**config.mk**
```make
export PLATFORM = sky130hd
export DESIGN_NAME = tinyalu_cmd_issuer
export DESIGN_NICKNAME = d
export VERILOG_FILES = /design/src/rtl/tinyalu_rtl_pkg.sv /design/src/rtl/tinyalu_cmd_fifo.sv /design/src/rtl/tinyalu_cmd_issuer.sv
export SDC_FILE = /design/constraint.sdc
export NUM_CORES = 1
export LEC_CHECK = 0
export BUFFER_PORTS_ARGS = -buffer_cell sky130_fd_sc_hd__buf_2
export CORE_ASPECT_RATIO = 0.6
export CORE_MARGIN = 10
export CORE_UTILIZATION = 56
export DETAILED_ROUTE_END_ITERATION = 8
export GPL_TIMING_DRIVEN = 0
export PLACE_DENSITY_LB_ADDON = 0.12
export SLEW_MARGIN = 20
export SYNTH_ARGS = -nofsm -noshare
export SYNTH_HDL_FRONTEND = slang
export SYNTH_SLANG_ARGS = --single-unit
export TNS_END_PERCENT = 30
```
**constraint.sdc**
```tcl
create_clock -name clk -period 3.1 [get_ports clk]
set_clock_uncertainty 0.15 [all_clocks]
set_input_delay 0.465 -clock clk [delete_from_list [all_inputs] [get_ports clk]]
set_output_delay 0.465 -clock clk [all_outputs]
set_load 0.05 [all_outputs]
```
**src/rtl/tinyalu_rtl_pkg.sv**
```systemverilog
// Shared definitions for the tinyalu RTL front-end: op encoding and bus widths.
package tinyalu_rtl_pkg;

  localparam int OP_W   = 3;
  localparam int DATA_W = 8;
  localparam int RES_W  = 16;

  typedef enum logic [OP_W-1:0] {
    NO_OP = 3'd0,
    ADD   = 3'd1,
    AND   = 3'd2,
    XOR   = 3'd3,
    MUL   = 3'd4
  } alu_op_e;

  // Codes 5..7 have no ALU meaning and are reported back as illegal.
  function automatic logic is_legal_op(input logic [OP_W-1:0] op);
    return op <= OP_W'(MUL);
  endfunction

endpackage

```
**src/rtl/tinyalu_cmd_fifo.sv**
```systemverilog
// Show-ahead synchronous FIFO holding queued ALU commands.
// The head entry is visible on rdata whenever empty is low, so the consumer
// can load it on the same edge that pops it.
module tinyalu_cmd_fifo #(
  parameter int DEPTH = 4,
  parameter int WIDTH = 19
) (
  input  logic                     clk,
  input  logic                     reset,
  input  logic                     push,
  input  logic [WIDTH-1:0]         wdata,
  input  logic                     pop,
  output logic [WIDTH-1:0]         rdata,
  output logic                     full,
  output logic                     empty,
  output logic [$clog2(DEPTH):0]   level
);

  localparam int AW = $clog2(DEPTH);

  logic [WIDTH-1:0] mem [DEPTH];
  logic [AW-1:0]    wr_ptr;
  logic [AW-1:0]    rd_ptr;
  logic [AW:0]      count;
  logic             do_push;
  logic             do_pop;

  // A full FIFO refuses a push even if the head leaves on the same edge.
  assign full    = (count == (AW+1)'(DEPTH));
  assign empty   = (count == '0);
  assign do_push = push && !full;
  assign do_pop  = pop && !empty;
  assign rdata   = mem[rd_ptr];
  assign level   = count;

  // Storage write; contents need no reset because count gates visibility.
  always_ff @(posedge clk) begin
    if (do_push) begin
      mem[wr_ptr] <= wdata;
    end
  end

  // Pointer and occupancy bookkeeping; pointers wrap naturally (DEPTH is 2^n).
  always_ff @(posedge clk or posedge reset) begin
    if (reset) begin
      wr_ptr <= '0;
      rd_ptr <= '0;
      count  <= '0;
    end else begin
      if (do_push) wr_ptr <= wr_ptr + AW'(1);
      if (do_pop)  rd_ptr <= rd_ptr + AW'(1);
      case ({do_push, do_pop})
        2'b10:   count <= count + (AW+1)'(1);
        2'b01:   count <= count - (AW+1)'(1);
        default: count <= count;
      endcase
    end
  end

endmodule

```
**src/rtl/tinyalu_cmd_issuer.sv**
```systemverilog
// Command front-end for tinyalu: queues commands, issues them one at a time
// over the start/done handshake, and returns each result with status flags.
module tinyalu_cmd_issuer
  import tinyalu_rtl_pkg::*;
#(
  parameter int DEPTH   = 4,
  parameter int TIMEOUT = 16
) (
  input  logic                     clk,
  input  logic                     reset,
  input  logic                     cmd_valid,
  output logic                     cmd_ready,
  input  logic [2:0]               cmd_op,
  input  logic [7:0]               cmd_a,
  input  logic [7:0]               cmd_b,
  output logic                     rsp_valid,
  input  logic                     rsp_ready,
  output logic [15:0]              rsp_result,
  output logic [2:0]               rsp_op,
  output logic                     rsp_timeout,
  output logic                     rsp_illegal,
  output logic                     alu_start,
  output logic [2:0]               alu_op,
  output logic [7:0]               alu_a,
  output logic [7:0]               alu_b,
  input  logic                     alu_done,
  input  logic [15:0]              alu_result,
  output logic                     busy,
  output logic [$clog2(DEPTH):0]   fifo_level
);

  localparam int CNT_W   = $clog2(TIMEOUT);
  localparam int ENTRY_W = OP_W + 2 * DATA_W;

  typedef enum logic [1:0] {
    IDLE,
    RUN,
    RESP
  } state_e;

  state_e              state;
  logic [CNT_W-1:0]    cnt;
  logic [ENTRY_W-1:0]  fifo_rdata;
  logic                fifo_full;
  logic                fifo_empty;
  logic                push;
  logic                pop;
  logic [OP_W-1:0]     head_op;
  logic [DATA_W-1:0]   head_a;
  logic [DATA_W-1:0]   head_b;

  assign cmd_ready = !fifo_full;
  assign push      = cmd_valid && !fifo_full;
  // The head is consumed only when the FSM is free to start on it.
  assign pop       = (state == IDLE) && !fifo_empty;
  assign {head_op, head_a, head_b} = fifo_rdata;
  assign busy      = (state != IDLE) || !fifo_empty;

  tinyalu_cmd_fifo #(
    .DEPTH (DEPTH),
    .WIDTH (ENTRY_W)
  ) u_fifo (
    .clk   (clk),
    .reset (reset),
    .push  (push),
    .wdata ({cmd_op, cmd_a, cmd_b}),
    .pop   (pop),
    .rdata (fifo_rdata),
    .full  (fifo_full),
    .empty (fifo_empty),
    .level (fifo_level)
  );

  // Issue FSM with registered ALU drive and response outputs.
  always_ff @(posedge clk or posedge reset) begin
    if (reset) begin
      state       <= IDLE;
      cnt         <= '0;
      alu_start   <= 1'b0;
      alu_op      <= '0;
      alu_a       <= '0;
      alu_b       <= '0;
      rsp_valid   <= 1'b0;
      rsp_result  <= '0;
      rsp_op      <= '0;
      rsp_timeout <= 1'b0;
      rsp_illegal <= 1'b0;
    end else begin
      case (state)
        IDLE: begin
          if (!fifo_empty) begin
            rsp_op <= head_op;
            if (is_legal_op(head_op) && (head_op != OP_W'(NO_OP))) begin
              alu_op    <= head_op;
              alu_a     <= head_a;
              alu_b     <= head_b;
              alu_start <= 1'b1;
              cnt       <= '0;
              state     <= RUN;
            end else begin
              // no_op and illegal codes answer directly without touching the ALU
              rsp_result  <= '0;
              rsp_illegal <= !is_legal_op(head_op);
              rsp_valid   <= 1'b1;
              state       <= RESP;
            end
          end
        end
        RUN: begin
          // done is tested first so it wins over a coincident timeout
          if (alu_done) begin
            rsp_result <= alu_result;
            alu_start  <= 1'b0;
            rsp_valid  <= 1'b1;
            state      <= RESP;
          end else if (cnt == CNT_W'(TIMEOUT - 1)) begin
            rsp_result  <= '0;
            rsp_timeout <= 1'b1;
            alu_start   <= 1'b0;
            rsp_valid   <= 1'b1;
            state       <= RESP;
          end else begin
            cnt <= cnt + CNT_W'(1);
          end
        end
        RESP: begin
          if (rsp_ready) begin
            rsp_valid   <= 1'b0;
            rsp_timeout <= 1'b0;
            rsp_illegal <= 1'b0;
            state       <= IDLE;
          end
        end
        default: state <= IDLE;
      endcase
    end
  end

endmodule

```
Word level (Yosys, flattened, before mapping)
Memory sizes are Yosys's and may differ from the RTL's.
Cells that the tools add are included.

word-level totals
  memories = 1
  output and inout port bits = 47
  logic and storage cells = 98
  input bits = 40
  bits in registers = 55
  RAM bits = 76

cells by class
  equality and inequality tests = 14
  bitwise logic cells = 1
  add/subtract/negate cells = 5
  magnitude comparators = 1
  muxes and demuxes = 35
  reduce and logical (&&, ||, !) cells = 27

memories
  memory      depth  bits a word  read ports  clocked after Yosys merged registers in  wr ports  RTL line                RTL
  u_fifo.mem  4      19           1           0                                        1         tinyalu_cmd_fifo.sv:21  logic [WIDTH-1:0] mem [DEPTH];

operators with widths
  cell                                                              count
  16-bit two-way mux                                                4
  16-bit case mux with 2 select lines                               1
  4-bit two-way mux                                                 4
  4-bit AND reduction                                               4
  1-bit two-way mux                                                 14
  2-bit inequality test (second input constant)                     6
  2-bit two-way mux                                                 5
  5-bit AND reduction                                               2
  2-bit nonzero test                                                5
  4-bit case mux with 2 select lines                                1
  1-bit case mux with 2 select lines                                3
  2-bit case mux with 3 select lines                                1
  3-bit case mux with 2 select lines                                1
  3-bit AND reduction                                               2
  3-bit nonzero test                                                2
  1-bit logical AND                                                 5
  2-bit by 1-bit adder with 2-bit output (second input constant)    2
  4-bit by 1-bit adder with 4-bit output (second input constant)    1
  2-bit by 1-bit == test with 1-bit output (second input constant)  2
  2-bit == test (second input constant)                             2
  4-bit == test (second input constant)                             1
  3-bit by 1-bit adder with 3-bit output (second input constant)    1
  3-bit == test (second input constant)                             1
  3-bit <= comparator (second input constant)                       1
  other kinds (10)                                                  12

Depth between registers and ports, before layout
Gate-level depths: netlist (run 1).

  word-level depth = 6
  mapped depth = 10
  gate-level depth less buffers = 9

Cells and area by module
Synthesis (run 1) repeated with hierarchy kept, for this count alone.

unflattened totals
  cell total of the unflattened synthesis = 285
  area total of the unflattened synthesis = 5,220.0 sq um

by module, submodules not included
  module              instances  cells an instance  area each (sq um)
  tinyalu_cmd_fifo    1          137                3,189.3
  tinyalu_cmd_issuer  1          148                2,030.7

Worst setup path after synthesis (run 1)
OpenSTA, ideal clock, no wires.

  path type = reg2reg
  start = register u_fifo.count[2], in the netlist u_fifo.level[2]
  end = register u_fifo.count[2], in the netlist u_fifo.level[2]
  slack = 0.257 ns
  stages on the path, launching flop included = 9
  arrival time = 2.610 ns
  path buffers = 0
  period minus slack after synthesis = 2.843 ns
  setup time = 0.082 ns
  data required time = 2.868 ns
  cells stage by stage = dfrtp_1 -> nand3_1 -> nand2_1 -> ha_1 -> inv_1 -> fa_1 -> xor2_1 -> nor2_1 -> xor2_1

between the ends
  cells in the longest elaborated chain, start to end = 6
  elaborated cells between the ends (all ways) = 14
  classes of those cells = add/sub (2); eq/ne (3); mux (1); reduce/logical (8)

RTL lines
  what                                                                       RTL line                  RTL
  start, declared                                                            tinyalu_cmd_fifo.sv:24    logic [AW:0] count;
  start signal, assigned                                                     tinyalu_cmd_fifo.sv:53    2'b10: count <= count + (AW+1)'(1);
  start signal, assigned                                                     tinyalu_cmd_fifo.sv:54    2'b01: count <= count - (AW+1)'(1);
  start signal, assigned                                                     tinyalu_cmd_fifo.sv:55    default: count <= count;
  3-bit == test *                                                            tinyalu_cmd_fifo.sv:29    assign full = (count == (AW+1)'(DEPTH));
  1-bit zero test *                                                          -
  net cmd_ready                                                              tinyalu_cmd_issuer.sv:12  output logic cmd_ready,
  1-bit logical AND                                                          tinyalu_cmd_issuer.sv:53  assign push = cmd_valid && !fifo_full;
  1-bit logical AND *                                                        tinyalu_cmd_fifo.sv:31    assign do_push = push && !full;
  2-bit by 1-bit == test with 1-bit output or 2-bit == test (tied branches)  tinyalu_cmd_fifo.sv:52    case ({do_push, do_pop})
  3-bit case mux with 2 select lines or 2-bit nonzero test (tied branches)   -

Mark *: on every way through the listed nets, which the timed path passes. The rest lies on a longest branch.
A chain may end at the register's enable or synchronous reset.

Worst setup path after layout (run 1)
  start = register u_fifo.rd_ptr[0]
  end = register cnt[2]

between the ends
  cells in the longest elaborated chain, start to end = 5
  elaborated cells between the ends (all ways) = 6
  classes of those cells = order compare (1); eq/ne (1); reduce/logical (3); memory (1)

RTL lines
  what                                                          RTL line                                         RTL
  start, declared                                               tinyalu_cmd_fifo.sv:23                           logic [AW-1:0] rd_ptr;
  start signal, assigned                                        tinyalu_cmd_fifo.sv:51                           if (do_pop) rd_ptr <= rd_ptr + AW'(1);
  memory read 4 x 19 bit *                                      -
  3-bit <= comparator or 3-bit nonzero test (tied branches)     tinyalu_rtl_pkg.sv:18, tinyalu_cmd_issuer.sv:93
  1-bit logical AND *                                           tinyalu_cmd_issuer.sv:93                         if (is_legal_op(head_op) && (head_op != OP_W'(NO_OP))) begin
  2-bit by 1-bit inequality test with 1-bit output (no line) *  -
  5-bit AND reduction (no line) *                               -
  end signal, assigned                                          tinyalu_cmd_issuer.sv:123                        cnt <= cnt + CNT_W'(1);
  end, declared                                                 tinyalu_cmd_issuer.sv:42                         logic [CNT_W-1:0] cnt;

Mark *: on every way between the ends. The rest lies on a longest branch, timed or not.

==> results of run 1 <==
-- registers in the layout (all words and copies together) (netlist names), 2 cells and up --
register	cells
rsp_result	16
cnt	4
alu_b	8
state	2
u_fifo.rd_ptr	2
alu_a	8
u_fifo.level	3
rsp_op	3
alu_op	3
u_fifo.mem	76
u_fifo.wr_ptr	2
-- worst max-delay path, stage by stage (launching register included) --
cell and delay [ns]:
dfrtp_2 0.41, buf_8 0.18, mux4_2 0.54, or2_1 0.26, ha_1 0.34, nor3b_4 0.19
buf_4 0.15, a22oi_4 0.22, nor4b_2 0.09, a211o_1 0.23
-- logic make-up (layout without fill, tap and decap cells) --
group | count (synthesis) | in the layout | synth area share [%]
DFF | 131 | 131 | 70.90
and+or+nand+nor | 45 | 45 | 5.141
muxes | 40 | 40 | 13.65
AOI/OAI and AO/OA | 33 | 33 | 4.947
buffers and inverters | 21 | 142 | 2.255
adders and majority gates | 8 | 8 | 2.085
xor gates and xnor gates | 6 | 6 | 1.018
-- area by class of cell --
cell class              instances  share of cell area (%)
flip-flops and latches        131                   57.57
inverters                      13                  0.8069
clock inverters                15                   2.618
repair buffers                 89                   7.125
clock buffers                  17                   6.692
well taps                     116                   2.283
plain buffers                   8                   1.122
multi-input cells             132                   21.79
-- Yosys cell counts (2+ instances only) --
library cell  count  share of area (%)
edfxtp_1         76                 44
dfrtp_1          55                 27
mux4_2           18                7.9
nand2_1          18                1.3
a22o_1           17                2.9
inv_1            13               0.95
mux2_2           10                2.2
mux2_4           10                2.9
o21ai_0           9               0.87
ha_1              7                1.7
and3_1            5               0.61
nand3_1           4               0.39
xnor2_1           4               0.68
a21oi_1           3               0.29
buf_2             3               0.29
buf_6             3               0.65
nor2_1            2               0.15
nor3_1            2               0.19
nor3b_1           2               0.29
xor2_1            2               0.34
-- path summary, 6_finish.rpt --
| check | start | end | cells past startpoint |
|---|---|---|---|
| max | u_fifo.rd_ptr[0] | cnt[2] | 9 |
| min | reset | u_fifo.wr_ptr[1] | 2 |
| max reg2reg | u_fifo.rd_ptr[0] | cnt[2] | 9 |
| min reg2reg | rsp_op[0] | rsp_op[0] | 2 |
| max in group asynchronous | reset | u_fifo.rd_ptr[0] | 2 |
| min in group clk | cmd_b[0] | u_fifo.mem[0][0] | 1 |
-- power breakdown --
| part | switching (uW) | internal, uW | total (uW) | leakage (uW) |
|---|---|---|---|---|
| Combinational | 2060 | 1250 | 3300 | 0.00104 |
| Clock | 726 | 1250 | 1980 | 0.000283 |
| Sequential | 243 | 2410 | 2650 | 0.00138 |
-- per-layer routing --
metal | part of all wire, % | GRT usage, % | vias to the layer above
li1 | - | - | 1312
met1 | 46 | 19.70 | 1403
met2 | 48 | 24.51 | 58
met3 | 4.5 | 5.313 | 13
met4 | 1.5 | 6.853 | 2
met5 | 0.17 | 0 | -
-- repair_timing --
action                     in CTS  in global routing
setup buffers                   1                  2
pin swaps                       0                  1
setup endpoints to repair       4                 19
resized for setup               0                  2
cloned                          0                  0
hold buffers                    0                  0
-- through the flow --
stage	instance area [um^2]	power, uW	instances	setup slack [ns]	hold slack [ns]
final	6357	7939	521	0.2259	0.01870
after global routing	6357	8384	521	0.01818	0.05869
after CTS	6337	7986	519	0.06209	0.04694
after detailed placement	5738	5958	486	0.01735	0.3077
after global placement	5736	5877	486	0.04536	0.3074
after floorplan	5160	5209	284	0.2574	0.3343
==> summary.md, run 1 <==
| Metric | Value |
|---|---|
| Status | `finished, final reports clean` |
| H-tree level count | `4` |
| CORE AREA | `approximately 0.0091 mm^2` |
| Leak | `0.002705 uW` |
| Clock Tree Buf Depth | `2` |
| Initial antenna violation count | `1` |
| CP startpoint kind | `register` |
| Number of synthesized flops with an enable pin | `between 70 and 80` |
| Via count | `2788` |
| Share of cells above drive strength 1 | `43.21%` |
| Unique masters post-synth | `41` |
| Mapped Nets | `332` |
| HPWL after DPL | `6.656 mm` |
| Fill cells | `603` |
| Commonest non-fill, non-tap cell in the layout | `buf_2` |
| Die height | `94.36 um` |
| Synth async-reset ratio | `about two fifths` |
| Cell Pwr Density | `1249 mW/mm^2` |
| Commonest non-fill, non-tap cells in the layout | `89 x buf_2, 76 x edfxtp_1, 54 x dfrtp_1` |
| Fmax | `347.9 MHz` |
| Global-route wire length before repair | `16.05 mm` |
| P&R area growth vs syn | `23.21%` |
| Port Buf Inserts | `86` |
| Worst-path maximum fanout | `10` |
| DRC errors left | `0` |
| 1st-pass router iterations | `4` |
| Crit path capture type | `register` |
| Num CTS Buffers | `17` |
| RSZ-0062 raised after global routing | `false` |
| Main synth FF type | `edfxtp_1` |
| Number of global-route vias before repair | `3052` |
| Max_cap viols | `0` |
| Crit path DAT | `3.02 ns` |
| GRT Util Overall | `between 10% and 20%` |
| ANT cells | `0` |
| DR WL/cell | `around 19 um` |
| Root Buffer | `clkbuf_16` |
| DR vias/cell | `5.351` |
| Synth Warn # | `0` |
| Relative slew slack | `just under 30%` |
| Seq/Total Area, Yosys | `between 70 and 80%` |
| Top Ports | `87` |
| Clk sinks | `131` |
| Final WL | `~10 mm` |
| Setup-failing EPs final | `0` |
| R2r setup slk | `about 0.23 ns` |
| TNS Setup | `0 ns` |
| FF/Latch Area | `between 0.003 and 0.004 mm^2` |
| Worst-Skew Late Latency | `0.41 ns` |
| Nets@finish | `440` |
| Multi-input gate area | `0.001385 mm^2` |
| Hold Violations, Final | `0` |
| Die W | `~140 um` |
| Worst slew pin tran | `1.054 ns` |
| Final RePlAce weighted congestion | `0.7844` |
| Largest net degree at the start of global routing | `56` |
| Req. time, crit path | `~3.2 ns` |
| Slew Limit Fails | `0` |
| Critical path class | `reg -> reg` |
| GRT Residual Overflow | `0` |
| Synthesized area | `roughly 0.0052 mm^2` |
| Antenna viol nets, final | `0` |
| Starting DRT DRC Count | `177` |
| FF+latch count, synth | `131` |
| Max VDD drop | `roughly 0.6 mV` |
| Final min period | `2.874 ns` |
| Post-Syn Instances | `284` |
| Clock Pin Slew Worst Setup and Hold Paths | `0.06 ns` |
| Die Area | `0.01358 mm^2` |
| Core Util, Final | `69.96%` |
| Cell Rows | `27` |
| Worst Hold Class | `in -> async` |
| Post-Syn Area per Cell | `18.17 um^2` |
| CTS tree | `done` |
| Initial Util | `a little under three fifths` |
| Period Utilization, post-route | `about 93%` |
(Power assumes the default switching activity.)
==> run 2: changes to the inputs <==
- REMOVE_ABC_BUFFERS: default -> 1
==> run 2 against run 1 <==
  * Hold slack gained 0.10 ns
  * Register-to-register slack lost 0.07 ns
  * Die area is the same
  * Total power shrank 2.2%
  * Global-route usage grew 0.27 points
  * Fmax shrank 2.5%
  * Non-clock buffer count shrank 7
  * Wire length grew 1.5%
==> summary.md, run 2 (same netlist as run 1, synthesis figures left out) <==
| Metric | Value |
|---|---|
| CTS tree | `done` |
| Status | `finished, final reports clean` |
| DR WL/cell | `19.65 um (+2.4%)` |
| Root Buffer | `clkbuf_16` |
| Worst-Skew Late Latency | `0.41 ns (about the same)` |
| Top Registers | `u_fifo.mem: 76 flops, rsp_result: 16 flops` |
| Clock Pin Slew Worst Setup and Hold Paths | `0.05 ns (about the same)` |
| Worst Hold Class | `in -> reg` |
| Via count | `2786 (-0.072%)` |
| GRT Util Overall | `15.93% (+0.27 points)` |
| Cell Pwr Density | `1228 mW/mm^2 (-1.6%)` |
| Worst path cell trace | `mux4_2 -> or2_1 -> ha_2 -> nor3b_4 -> buf_4 -> a22oi_4 -> a211o_1` |
| Largest net degree at the start of global routing | `41 (-27%)` |
| Relative slew slack | `27.13% (-2.6 points)` |
| Reg with most FFs | `u_fifo.mem` |
| Period Utilization, post-route | `95.11% (+2.4 points)` |
| H-tree level count | `4 (unchanged)` |
| Clk sinks | `131 (unchanged)` |
| Final RePlAce weighted congestion | `0.7268 (-7.3%)` |
| Die Area | `0.01358 mm^2 (unchanged)` |
| DRC errors left | `0 (unchanged)` |
| # placed instances | `479 (-1.4%)` |
| Clock Tree Buf Depth | `2 (unchanged)` |
| GRT Residual Overflow | `0 (unchanged)` |
| Final WL | `10.14 mm (+1.5%)` |
| R2r setup slk | `0.15 ns (-0.07 ns)` |
| Final min period | `2.948 ns (+0.07423 ns)` |
| Cell Rows | `27 (unchanged)` |
| Max reg flops | `76 (unchanged)` |
| Max VDD drop | `0.5680 mV (-7.2%)` |
| Fmax | `339.2 MHz (-2.5%)` |
| Die height | `94.36 um (unchanged)` |
| Initial antenna violation count | `1 (unchanged)` |
| Biggest cell delay along the critical path | `0.59 ns (+0.05 ns)` |
| Crit path DAT | `3.08 ns (+0.06 ns)` |
| Area post-placement | `0.005699 mm^2 (-0.68%)` |
| Max_cap viols | `0 (unchanged)` |
| Slew Limit Fails | `0 (unchanged)` |
| Core Util, Final | `69.56% (-0.40 points)` |
| Worst slew pin tran | `1.093 ns (+0.03924 ns)` |
| CORE AREA | `0.009087 mm^2 (unchanged)` |
| TNS Setup | `0 ns (unchanged)` |
| Number of global-route vias before repair | `2924 (-4.2%)` |
| Num CTS Buffers | `17 (unchanged)` |
| HPWL after DPL | `6.630 mm (-0.38%)` |
| Critical path class | `reg -> reg` |
| Setup-failing EPs final | `0 (unchanged)` |
| Leak | `0.002676 uW (-1.1%)` |
| P&R area growth vs syn | `22.50%` |
| Crit path capture type | `register` |
| Share of cells above drive strength 1 | `41.71% (-1.5 points)` |
| CP startpoint kind | `register` |
| Nets@finish | `433 (-1.6%)` |
| WHS | `0.1189 ns (+0.1002 ns)` |
| RSZ-0062 raised after global routing | `false` |
| Global-route wire length before repair | `16.22 mm (+1.0%)` |
| DR vias/cell | `5.399 (+0.90%)` |
| Commonest non-fill, non-tap cell in the layout | `buf_2` |
| Initial Util | `56.78% (unchanged)` |
| Antenna viol nets, final | `0 (unchanged)` |
| Top Ports | `87 (unchanged)` |
| Non-Filler Instances | `516 (-0.96%)` |
| Final instance area | `0.006321 mm^2 (-0.57%)` |
| Commonest non-fill, non-tap cells in the layout | `86 x buf_2, 76 x edfxtp_1, 53 x dfrtp_1` |
| Starting DRT DRC Count | `143 (-19%)` |
| Slowest-stage cell, CP | `dfrtp_4` |
| 1st-pass router iterations | `4 (unchanged)` |
| Worst-path maximum fanout | `12 (+2)` |
| Hold Violations, Final | `0 (unchanged)` |
| Req. time, crit path | `3.23 ns (about the same)` |
| Die W | `143.9 um (unchanged)` |
| Port Buf Inserts | `86 (unchanged)` |
==> run 2: worst max-delay path: cells and delay by family, from the launching register on <==
kind / cells / cell delay [ns]
multiplexers: 1 / 0.59
buffers and inverters: 1 / 0.18
AO/OA/AOI/OAI: 2 / 0.37
adder cells (fa/ha/maj): 1 / 0.38
flip-flops: 1 / 0.59
AND/OR/NAND/NOR: 2 / 0.56
==> run 2: cell type report <==
type / instances / area (um^2)
clock buffers: 29 / 553.0
well taps: 116 / 145.1
diodes: 2 / 5.005
clock inverters: 3 / 16.27
inverters: 13 / 51.30
repair buffers: 90 / 490.5
multi-input cells: 132 / 1396
fillers: 606 / 2766
flip-flops and latches: 131 / 3664
==> run 2: power breakdown <==
group | leakage, uW | switching, uW | internal (uW)
combinational | 0.00101 | 1960 | 1170
sequential | 0.00138 | 357 | 2420
clock | 0.000282 | 662 | 1200
total | 0.00268 | 2980 | 4790
==> run 2: path summary, 6_finish.rpt <==
| kind | startpoint | to | cells after the start |
|---|---|---|---|
| max reg2reg | u_fifo.rd_ptr[0] | cnt[2] | 7 |
| max | u_fifo.rd_ptr[0] | cnt[2] | 7 |
| min in group asynchronous | reset | rsp_result[14] | 3 |
| max in group asynchronous | reset | u_fifo.rd_ptr[0] | 4 |
| min reg2reg | rsp_op[0] | rsp_op[0] | 2 |
| min | cmd_a[0] | u_fifo.mem[1][8] | 1 |
==> run 2: metal layers <==
| metal | GRT usage, % | share of wire, % |
|---|---|---|
| met5 | 0 | 0 |
| met2 | 23.37 | 47 |
| met4 | 6.176 | 1.1 |
| met1 | 21.50 | 46 |
| met3 | 5.714 | 6.5 |
==> run 2: timing repair <==
action                                 CTS  global route
gates resized for setup                  2             2
buffers inserted                         1             1
pin swaps                                0             0
setup endpoints to repair               36            19
endpoints found under the hold margin   15             0
hold buffers                             1             0
==> run 2: per-stage QoR <==
stage                     setup WS (ns)  power (uW)
final                            0.1517        7763
after global placement          -0.7195        5808
after floorplan                 -0.1528        5106
after detailed placement        -0.2688        5885
after CTS                       0.02272        7804
after global routing            0.01387        8189
==> run 3: changes to the inputs <==
- HOLD_SLACK_MARGIN: default -> 0.1
- MAX_ROUTING_LAYER: default -> met4
==> run 3 against run 2 <==
  * Critical path type unchanged
  * Cell count did not move
  * Fmax barely moved
  * Critical endpoint unchanged
  * Highest routed layer unchanged
  * Clock-buffer cell count did not move
  * First-iteration DRC count rose by 37%
  * Via count barely moved
==> summary.md, run 3 (same netlist as run 1, synthesis figures left out) <==
| Metric | Value |
|---|---|
| CP startpoint kind | `register` |
| Hold Violations, Final | `0 (unchanged)` |
| Critical path class | `reg -> reg` |
| Worst path cell trace | `mux4_2 -> or2_1 -> ha_2 -> nor3b_4 -> buf_4 -> a22oi_4 -> a211o_1` |
| Worst slew pin tran | `1.102 ns (+0.009400 ns)` |
| WHS | `0.1226 ns (+0.003714 ns)` |
| DR WL/cell | `19.60 um (-0.24%)` |
| Number of global-route vias before repair | `2937 (+0.44%)` |
| Final RePlAce weighted congestion | `0.7355 (+1.2%)` |
| Num CTS Buffers | `17 (unchanged)` |
| Share of cells above drive strength 1 | `41.71% (unchanged)` |
| Max_cap viols | `0 (unchanged)` |
| Initial antenna violation count | `1 (unchanged)` |
| Period Utilization, post-route | `95.08% (about the same)` |
| RSZ-0062 raised after global routing | `false` |
| Clock Pin Slew Worst Setup and Hold Paths | `0.05 ns (about the same)` |
| Crit path capture type | `register` |
| Multi-input gate area | `0.001396 mm^2 (unchanged)` |
| Die height | `94.36 um (unchanged)` |
| Final WL | `10.11 mm (-0.24%)` |
| Via count | `2784 (-0.072%)` |
| Biggest cell delay along the critical path | `0.59 ns (about the same)` |
| Cell Rows | `27 (unchanged)` |
| Slew Limit Fails | `0 (unchanged)` |
| CTS tree | `done` |
| Req. time, crit path | `3.23 ns (about the same)` |
| DR vias/cell | `5.395 (about the same)` |
| Reg with most FFs | `u_fifo.mem` |
| Worst-path maximum fanout | `12 (unchanged)` |
| Clk sinks | `131 (unchanged)` |
| Commonest non-fill, non-tap cell in the layout | `buf_2` |
| TNS Setup | `0 ns (unchanged)` |
| Fill cells | `604 (-0.33%)` |
| Worst-Skew Late Latency | `0.40 ns (about the same)` |
| Root Buffer | `clkbuf_16` |
| Global-route wire length before repair | `16.21 mm (about the same)` |
| Worst Hold Class | `in -> reg` |
| Die Area | `0.01358 mm^2 (unchanged)` |
| DRC errors left | `0 (unchanged)` |
| Fmax | `339.3 MHz (about the same)` |
| Leak | `0.002676 uW (unchanged)` |
| Top Ports | `87 (unchanged)` |
| Top delay family on crit path | `flip-flops` |
| CORE AREA | `0.009087 mm^2 (unchanged)` |
| Slowest-stage cell, CP | `dfrtp_4` |
| Nets@finish | `433 (unchanged)` |
| Top Registers | `u_fifo.mem: 76 flops, rsp_result: 16 flops` |
| Starting DRT DRC Count | `196 (+37%)` |
| Final min period | `2.948 ns (-0.0007240 ns)` |
| Commonest non-fill, non-tap cells in the layout | `86 x buf_2, 76 x edfxtp_1, 53 x dfrtp_1` |
| Antenna viol nets, final | `0 (unchanged)` |
| Cell Pwr Density | `1229 mW/mm^2 (about the same)` |
| Max reg flops | `76 (unchanged)` |
| Crit path DAT | `3.07 ns (about the same)` |
| P&R area growth vs syn | `22.50% (unchanged)` |
| H-tree level count | `4 (unchanged)` |
| Initial Util | `56.78% (unchanged)` |
| Largest net degree at the start of global routing | `41 (unchanged)` |
| GRT Residual Overflow | `0 (unchanged)` |
| Status | `finished, final reports clean` |
| CP Buf/Inv Count | `1 (unchanged)` |
| Max VDD drop | `0.5805 mV (+2.2%)` |
| GRT Util Overall | `16.46% (+0.52 points)` |
| Setup-failing EPs final | `0 (unchanged)` |
| Relative slew slack | `26.51% (-0.63 points)` |
| Die W | `143.9 um (unchanged)` |
| FF/Latch Area | `0.003664 mm^2 (unchanged)` |
| HPWL after DPL | `6.630 mm (unchanged)` |
| 1st-pass router iterations | `4 (unchanged)` |
| Clock Tree Buf Depth | `2 (unchanged)` |
| Port Buf Inserts | `86 (unchanged)` |
-- run 3: through the flow --
stage / utilization [%] / power (uW) / cell area [um^2] / setup WS (ns) / instances
detailed placement: 62.72 / 5885 / 5699 / -0.2688 / 479
global placement: 62.37 / 5808 / 5668 / -0.7195 / 478
CTS: 69.30 / 7804 / 6297 / 0.02272 / 513
floorplan: - / 5106 / 5092 / -0.1528 / 276
finish: 69.56 / 7765 / 6321 / 0.1524 / 516
global route: 69.53 / 8186 / 6319 / 0.01388 / 515
-- run 3: timing repair --
| action | 4_1_cts | 5_1_grt |
|---|---|---|
| endpoints found under the hold margin | 15 | 0 |
| pin swaps | 0 | 0 |
| hold buffers | 1 | 0 |
| buffers inserted | 1 | 1 |
| endpoints found under the setup margin | 36 | 19 |
| gates resized for setup | 2 | 2 |
-- run 3: report_power, final --
part,internal (uW),switching (uW),leakage [uW]
Sequential,2420,358,0.00138
Combinational,1170,1960,0.00101
Clock,1200,661,0.000282
Total,4790,2980,0.00268
-- run 3: layer usage --
metal	share of wire, %	wire length (um)	GRT usage [%]	vias to the layer above
met4	0.92	93	6.176	0
li1	-	-	-	1295
met3	5.9	601	5.163	10
met2	47	4723	23.37	76
met5	0	0	-	-
met1	46	4696	21.89	1403
-- run 3: path summary, 6_finish.rpt --
kind	from	to	slack (ns)	cells after the start
worst min register to register	rsp_op[0]	rsp_op[0]	0.32	2
worst min-delay path	cmd_a[0]	u_fifo.mem[1][8]	0.12	1
worst max register to register	u_fifo.rd_ptr[0]	cnt[2]	0.15	7
worst max-delay path	u_fifo.rd_ptr[0]	cnt[2]	0.15	7
min in group asynchronous	reset	cnt[0]	0.40	3
max in group asynchronous	reset	u_fifo.rd_ptr[0]	1.91	4
-- run 3: layout make-up --
class	count	share of cell area [%]
timing repair buffer	90	7.759
clock buffer	29	8.749
tap	116	2.296
multi-input combinational	132	22.09
antenna	2	0.07918
clock inverter	3	0.2573
inverter	13	0.8116
sequential	131	57.96
